### config.mk
export PLATFORM = sky130hd
export DESIGN_NAME = fetch_unit
export DESIGN_NICKNAME = d
export VERILOG_FILES = /design/src/rtl/fetch_unit.sv
export SDC_FILE = /design/constraint.sdc
export NUM_CORES = 1
export LEC_CHECK = 0
export BUFFER_PORTS_ARGS = -buffer_cell sky130_fd_sc_hd__buf_4
export CAP_MARGIN = 0
export CELL_PAD_IN_SITES_DETAIL_PLACEMENT = 0
export CELL_PAD_IN_SITES_GLOBAL_PLACEMENT = 2
export CORE_ASPECT_RATIO = 1.75
export CORE_UTILIZATION = 28
export DETAILED_ROUTE_END_ITERATION = 8
export GPL_TIMING_DRIVEN = 0
export PLACE_DENSITY_LB_ADDON = 0.1
export SKIP_CTS_REPAIR_TIMING = 1
export SKIP_LAST_GASP = 1
export SYNTH_ARGS = -nofsm -noshare
export SYNTH_HDL_FRONTEND = slang
export SYNTH_SLANG_ARGS = --single-unit
### constraint.sdc
create_clock -name clk -period 1.76 [get_ports clk]
set_input_delay 0.264 -clock clk [delete_from_list [all_inputs] [get_ports clk]]
set_output_delay 0.264 -clock clk [all_outputs]
set_load 0.1 [all_outputs]
### src/rtl/fetch_unit.sv
// fetch_unit -- instruction-fetch stage.
//
// Holds the program counter, presents it as the word address to a
// combinational instruction memory, and captures the returned instruction
// into the IF/ID pipeline register. Supports stall, branch/jump redirect,
// a permanent halt (cleared only by reset) and a saturating fetch counter.
//
// Ports:
//   clk, rst_n      clock; asynchronous active-low reset
//   imem_addr       word address to instruction memory (= pc register)
//   imem_data       instruction returned for imem_addr
//   stall           hold pc and IF/ID register
//   redirect_valid  load redirect_pc into pc (overrides stall)
//   redirect_pc     branch/jump target word address
//   halt_req        stop fetching until reset (highest priority)
//   ifid_instr      registered instruction
//   ifid_pc         registered address of ifid_instr
//   ifid_pc_plus1   registered ifid_pc+1 (modulo 2^ADDR_W)
//   ifid_valid      IF/ID holds a real instruction (0 = bubble)
//   halted          stage is in the HALT state
//   fetch_count     instructions loaded with ifid_valid=1, saturating
module fetch_unit #(
    parameter int ADDR_W   = 6,
    parameter int DATA_W   = 32,
    parameter int RESET_PC = 0,
    parameter int CNT_W    = 16
) (
    input  logic              clk,
    input  logic              rst_n,
    output logic [ADDR_W-1:0] imem_addr,
    input  logic [DATA_W-1:0] imem_data,
    input  logic              stall,
    input  logic              redirect_valid,
    input  logic [ADDR_W-1:0] redirect_pc,
    input  logic              halt_req,
    output logic [DATA_W-1:0] ifid_instr,
    output logic [ADDR_W-1:0] ifid_pc,
    output logic [ADDR_W-1:0] ifid_pc_plus1,
    output logic              ifid_valid,
    output logic              halted,
    output logic [CNT_W-1:0]  fetch_count
);

    localparam logic [1:0] ST_BOOT = 2'd0;
    localparam logic [1:0] ST_RUN  = 2'd1;
    localparam logic [1:0] ST_HALT = 2'd2;

    logic [1:0]        state;
    logic [ADDR_W-1:0] pc;
    logic [ADDR_W-1:0] pc_inc;

    // Wraps naturally at 2^ADDR_W.
    assign pc_inc    = pc + 1'b1;
    assign imem_addr = pc;
    assign halted    = (state == ST_HALT);

    always_ff @(posedge clk or negedge rst_n) begin
        if (!rst_n) begin
            state         <= ST_BOOT;
            pc            <= ADDR_W'(RESET_PC);
            ifid_instr    <= '0;
            ifid_pc       <= '0;
            ifid_pc_plus1 <= '0;
            ifid_valid    <= 1'b0;
            fetch_count   <= '0;
        end else begin
            case (state)
                // One idle edge after reset release: no fetch, inputs ignored.
                ST_BOOT: state <= ST_RUN;

                ST_RUN: begin
                    if (halt_req) begin
                        state      <= ST_HALT;
                        ifid_valid <= 1'b0;
                    end else if (redirect_valid) begin
                        // Wrong-path instruction is dropped as a bubble;
                        // the IF/ID payload is left as it was.
                        pc         <= redirect_pc;
                        ifid_valid <= 1'b0;
                    end else if (!stall) begin
                        ifid_instr    <= imem_data;
                        ifid_pc       <= pc;
                        ifid_pc_plus1 <= pc_inc;
                        ifid_valid    <= 1'b1;
                        pc            <= pc_inc;
                        if (fetch_count != '1) begin
                            fetch_count <= fetch_count + 1'b1;
                        end
                    end
                end

                // Absorbing: everything holds until reset.
                ST_HALT: state <= ST_HALT;

                default: state <= ST_HALT;
            endcase
        end
    end

endmodule

==> reports/results.tsv, run 1 <==
stage	metric	value	unit
run_status	status	finished clean	
synthesis	Syn Inst Count	228	
finish	ANT cells	0	
setup_path	Setup crit start	fetch_count[0]	
setup_path	R2R Path End	fetch_count[1]	
finish	area grow syn2layout	48.99	%
setup_path	Slowest Stage Delay on Critical Path	430	ps
finish	commonest non-fill, non-tap cell in the layout	buf_4	
worst_hold_path	Hold Path Class	primary input to asynchronous set/reset pin	
global_routing	Total GRT Usage	0.1408	
setup_path	CP cell instances	ha_2 -> nand3_4 -> nor4_4 -> buf_4 -> nor2_2 -> mux2_1	
routing	vias	2236	
die	Initial Util	0.2868	
die	# rows	49	
finish	FILL cells	1041	
finish	layout cells sized above 1	0.5587	
timing	max-slew violations	0	
setup_path	Data arrival, critical path	1890	ps
clocking	Worst-Skew Late Latency	330	ps
clocking	clk root buf	clkbuf_16	
die	core area	0.01018	sq mm
setup_path	Max FO, Critical Path	6	
clocking	Num Clock Sinks	69	
global_routing	initial antenna violation count	0	
global_routing	largest net degree at the start of global routing	70	
routing	Routed WL per cell	14.78	um
timing	Fin. Hold Viols	0	
routing	DRT Pass-1 Iters	6	
finish	NumNets Final	398	
timing	Achievable Freq	594.7	MHz
routing	total wire length	7167	um
routing	Via density	4.610	
pwr	pwr dens	1341	mW/mm^2
clocking	Num CTS Buffers	9	
setup_path	Setup CP Type	flop to flop	
clocking	CTS tree	built	
timing	Final Skew	8.800	ps
timing	Period minus WS final	1682	ps
global_routing	grt total ovfl	0	
place	I/O Buffers	110	
pwr	VDD IR max	0.0006739	V
timing	Worst-Margin Slew	905.1	ps
global_routing	number of global-route vias before repair	2296	
timing	Post-Route Setup TNS	0	ps
synthesis	Synth Register Bits	69	
setup_path	worst reg-to-reg path cell count	6	
synthesis	Post-Syn Area per Cell	12.80	sq um
setup_path	CP startpoint kind	flop	
setup_path	worst flop-to-flop path startpoint	fetch_count[0]	
synthesis	post-synthesis sequential area ratio	0.5915	
routing	DRT antenna net count	0	
timing	part of the cycle the worst path needs	0.9555	
synthesis	post-synth net total	273	
routing	Remaining DRCs	0	
pwr	leakage	0.002198	uW
synthesis	Synth cell types	34	
setup_path	Slowest-stage cell, CP	dfrtp_4	
place	Final GP Congestion	0.7263	
flow_run	max cap viols	0	
synthesis	Mapped Area	0.002919	sq mm
setup_path	Worst Path Required	1960	ps
global_routing	first-pass GRT wire length	11510	um
setup_path	critical path capture point type	flop	
setup_path	FF-to-FF setup slack	80	ps
die	boundary pin count	111	
routing	DRT iter0 DRCs	98	
finish	final core occ	0.4273	
die	Die Width	79.19	um
synthesis	Ys Warns	0	
clocking	CTS max path bufs	2	
place	Final HPWL DP	5152	um
pwr	total power	5832	uW
clocking	H-tree depth	3	
die	die height	137.1	um
die	area of the die	0.01085	sq mm
timing	Setup violations, final	0	
clocking	Clock transition at path regs	60	ps
finish	most frequent cells in the layout	114 x buf_4, 50 x dfrtp_1, 39 x mux2_2, 14 x dfrtp_4	
timing	slew margin rel.	0.3966	
## report_power, final
group | leakage, uW | internal, uW | switching (uW) | total, uW
sequential | 0.000888 | 1780 | 149 | 1930
clock | 0.000153 | 1230 | 645 | 1880
combinational | 0.00116 | 443 | 1580 | 2030
total | 0.00220 | 3450 | 2380 | 5830
## kinds of logic (layout without fill, tap and decap cells)
group,count (synthesis),count (layout),share of synthesized area
muxes,41,41,0.1577
and+or+nand+nor,62,62,0.1252
buffers and inverters,14,144,0.02014
xor gates and xnor gates,18,18,0.05401
AOI/OAI and AO/OA,22,22,0.04287
DFF,69,69,0.5915
adders and majority gates,2,2,0.008571
## per-stage QoR
| step | worst slack (ps) | instance area (sq um) | instances | hold slack (ps) |
|---|---|---|---|---|
| after global placement | -17.12 | 3965 | 465 | 465.3 |
| after global routing | -4.064 | 4349 | 485 | 143.1 |
| after detailed placement | -16.66 | 3965 | 465 | 467.6 |
| final | 78.35 | 4349 | 485 | 38.98 |
| after floorplan | -90.63 | 2980 | 228 | -31.59 |
| after CTS | -35.87 | 4273 | 481 | 111.3 |
## synth_stat cells (all sizes together)
master,count,area share
o22a,2,0.0060
and3,2,0.0043
nand3,9,0.017
xnor2,5,0.015
o22ai,1,0.0021
and4,2,0.0060
nor2b,1,0.0021
a21o,1,0.0026
nand4,5,0.011
a31oi,1,0.0021
ha,2,0.0086
xor2,13,0.039
a22oi,1,0.0026
nor2,9,0.012
nor3,7,0.012
nand2b,2,0.0043
mux2i,1,0.0034
nor3b,4,0.014
o21ai,12,0.021
inv,5,0.0064
clkbuf,4,0.0051
a21oi,4,0.0069
or3,1,0.0021
nor4b,1,0.0051
dfrtp,69,0.59
nand2,13,0.017
buf,5,0.0086
nor4,6,0.018
mux2,40,0.15
## cell type report
type	count	area, sq um	share of cell area
Multi-Input combinational cell	145	1161	0.2670
Timing Repair Buffer	114	868.3	0.1997
Buffer	9	48.80	0.01122
Clock inverter	5	75.07	0.01726
Clock buffer	11	232.7	0.05351
Sequential cell	69	1785	0.4105
Inverter	5	18.77	0.004315
Tap cell	127	158.9	0.03654
## critical path: cells and delay by family (launching register included)
kind / cells / cell delay, ps
flops: 1 / 430
simple gates: 3 / 410
mux: 1 / 300
fa+ha+maj: 1 / 210
buf+inv: 1 / 200
## how the worst max path moves through the flow
stage | cells after the start | slack [ps] | to
2_1_floorplan | 4 | -90 | fetch_count[1]
3_3_place_gp | 4 | -20 | fetch_count[1]
3_5_place_dp | 4 | -20 | fetch_count[1]
4_1_cts | 4 | -40 | fetch_count[1]
5_1_grt | 5 | -4 | fetch_count[14]
6_report | 6 | 80 | fetch_count[1]
## registers in the layout (all words and copies together), names as in the netlist
signal	count
ifid_instr	32
fetch_count	16
ifid_pc	6
ifid_pc_plus1	6
imem_addr	6
state	2
ifid_valid	1
## routing by layer
layer / vias up / GRT usage / routed length [um] / share of wire
li1: 1058 / - / - / -
met1: 1099 / 0.1615 / 2756 / 0.38
met2: 70 / 0.2337 / 3814 / 0.53
met3: 9 / 0.04467 / 476 / 0.066
met4: 0 / 0.06970 / 119 / 0.017
met5: - / 0 / 0 / 0
Power figures use the tool's default switching activity.
==> run 2, diff against run 1 <==
RECOVER_POWER = 50   (was default)
SETUP_SLACK_MARGIN = 0.02   (was default)
==> run 2 against run 1 <==
Net effect: sequential power barely moved; die area stayed put; clock skew shrank 3.5 ps; combinational power down 3%; sequential cell count stayed put; via count decreased by 1.2%; non-clock buffer count grew 6; worst hold slack got worse by 8.7 ps; clock power shrank 13%; first-iteration DRC count fell by 24%; count of clock-buffer cells in the layout rose by 3; utilization shrank 0.36 points; critical path type unchanged.
==> reports/results.tsv, run 2 (synthesis results as in run 1) <==
stage	metric	value	unit	change
run_status	status	finished clean		
timing	Final Skew	5.306	ps	-3.494 ps
finish	final std cells w/o fill	491		+1.2%
routing	DRT iter0 DRCs	74		-24%
place	pre-CTS setup slack	-219.8	ps	-203.1 ps
setup_path	worst reg-to-reg path cell count	6		unchanged
timing	part of the cycle the worst path needs	0.9336		-0.02187
die	Initial Util	0.2868		unchanged
setup_path	Worst Path Required	1970	ps	about the same
setup_path	CP startpoint kind	flop		
clocking	H-tree depth	3		unchanged
timing	max-slew violations	0		unchanged
timing	Period minus WS final	1643	ps	-38.49 ps
pwr	sw power	2377	uW	about the same
finish	post-route cell area	0.004313	sq mm	-0.83%
place	I/O Buffers	110		unchanged
global_routing	GR Layer Usage met1	0.1617		+0.0002859
clocking	CTS max path bufs	2		unchanged
finish	most frequent cells in the layout	89 x buf_4, 50 x dfrtp_1, 39 x mux2_2, 32 x clkbuf_2, 14 x dfrtp_4		
global_routing	number of global-route vias before repair	2218		-3.4%
finish	area grow syn2layout	47.75	%	
finish	Largest register FFs	32		unchanged
routing	Remaining DRCs	0		unchanged
routing	Via density	4.501		-2.4%
global_routing	first-pass GRT wire length	11270	um	-2.1%
setup_path	FF-to-FF setup slack	120	ps	+40 ps
worst_hold_path	Hold Path Class	primary input to asynchronous set/reset pin		
setup_path	worst flop-to-flop path startpoint	fetch_count[0]		
timing	Setup violations, final	0		unchanged
global_routing	Total GRT Usage	0.1411		+0.0002405
pwr	VDD IR max	0.0006057	V	-10%
timing	Worst-Margin Slew	928.9	ps	+23.86 ps
routing	Routed WL per cell	14.91	um	+0.91%
global_routing	grt total ovfl	0		unchanged
setup_path	critical path capture point type	flop		
timing	RSZ-0062 raised after global routing	false		
finish	Largest regs	ifid_instr: 32 flops, fetch_count: 16 flops		
setup_path	Setup CP Type	flop to flop		
timing	final worst setup slack	116.8	ps	+38.49 ps
routing	DRT Pass-1 Iters	4		-2
clocking	clk root buf	clkbuf_16		
global_routing	met2 Use GR	0.2371		+0.003352
setup_path	Max FO, Critical Path	8		+2
die	area of the die	0.01085	sq mm	unchanged
setup_path	Data arrival, critical path	1850	ps	-40 ps
pwr	internal cell power	3150	uW	-8.8%
die	# rows	49		unchanged
clocking	CTS tree	built		
timing	slew margin rel.	0.3807		-0.01591
timing	Achievable Freq	608.6	MHz	+2.3%
global_routing	initial antenna violation count	0		unchanged
place	Final GP Congestion	0.6974		-4.0%
pwr	Clock Power Share	0.297		-0.025
clocking	Num Clock Sinks	69		unchanged
finish	Reg with most FFs	ifid_instr		
flow_run	max cap viols	0		unchanged
place	DP Cell Count	465		unchanged
pwr	leakage	0.002193	uW	-0.23%
die	core area	0.01018	sq mm	unchanged
clocking	Worst-Skew Late Latency	330	ps	about the same
global_routing	largest net degree at the start of global routing	70		unchanged
routing	total wire length	7322	um	+2.2%
place	placed cell area	0.004010	sq mm	+1.1%
finish	final core occ	0.4238		-0.003565
setup_path	R2R Path End	fetch_count[1]		
finish	layout cells sized above 1	0.5797		+0.02101
pwr	Flop pwr share	0.348		+0.018
global_routing	GRT Max-Usage Layer	met2		
finish	ANT cells	0		unchanged
clocking	Num CTS Buffers	9		unchanged
pwr	total power	5527	uW	-5.2%
finish	NumNets Final	404		+1.5%
global_routing	met3 Resource Use GR	0.04467		unchanged
timing	Fin. Hold Viols	0		unchanged
clocking	Clock transition at path regs	50	ps	about the same
pwr	switching share of power	0.4301		+0.02250
die	Die Width	79.19	um	unchanged
finish	commonest non-fill, non-tap cell in the layout	buf_4		
die	boundary pin count	111		unchanged
die	die height	137.1	um	unchanged
pwr	pwr dens	1282	mW/mm^2	-4.4%
routing	vias	2210		-1.2%
place	Final HPWL DP	5170	um	+0.34%
pwr	Combinational Power Share	0.355		+0.008
routing	DRT antenna net count	0		unchanged
-- run 2: changes by cell type in the layout (fill, tap and decap cells not counted), moves of 2 or more --
cell,before,now
bufinv_16,2,0
clkbuf_1,5,7
clkbuf_2,1,32
nor3_1,7,3
buf_4,114,89
nor3_2,0,4
-- run 2: worst max-delay path by stage --
| stage | cells past startpoint | end | from | slack, ps |
|---|---|---|---|---|
| CTS | 5 | fetch_count[1] | fetch_count[0] | -230 |
| floorplan | 4 | fetch_count[1] | fetch_count[8] | -220 |
| finish | 6 | fetch_count[1] | fetch_count[0] | 120 |
| detailed placement | 5 | fetch_count[1] | fetch_count[0] | -220 |
| global placement | 5 | fetch_count[1] | fetch_count[0] | -180 |
| global route | 5 | ifid_instr[14] | state[0] | 20 |
-- run 2: routing by layer --
metal | part of all wire | up-vias
met5 | 0 | -
met4 | 0.017 | 0
met3 | 0.052 | 9
met2 | 0.53 | 63
met1 | 0.40 | 1076
li1 | - | 1062
-- run 2: stage by stage --
step / hold slack, ps / TNS [ps]
after floorplan: -31.59 / -705.4
after global placement: 463.5 / -382.5
after detailed placement: 459.4 / -847.7
after CTS: 110.4 / -964.5
after global routing: 150.6 / 0
final: 30.27 / 0
-- run 2: critical path, cell delays in order, from the launching register on --
cell     delay (ps)
dfrtp_4         450
ha_4            160
nand3_4         110
nor4_4          280
buf_6           170
nor2_2           50
mux2_1          310
-- run 2: area by class of cell --
| type | instances | area, sq um |
|---|---|---|
| Clock inverter | 2 | 10.01 |
| Buffer | 9 | 48.80 |
| Fill cell | 1018 | 5864 |
| Inverter | 5 | 18.77 |
| Tap cell | 127 | 158.9 |
| Timing Repair Buffer | 120 | 827.0 |
| Multi-Input combinational cell | 145 | 1210 |
| Sequential cell | 69 | 1785 |
| Clock buffer | 14 | 254.0 |
-- run 2: power by group through the flow --
stage / clock (uW) / combinational, uW / sequential (uW)
floorplan: 0 / 252 / 3240
global placement: 0 / 2030 / 1950
detailed placement: 0 / 2040 / 1950
CTS: 1700 / 2040 / 1930
global route: 1760 / 2040 / 1950
finish: 1640 / 1960 / 1920
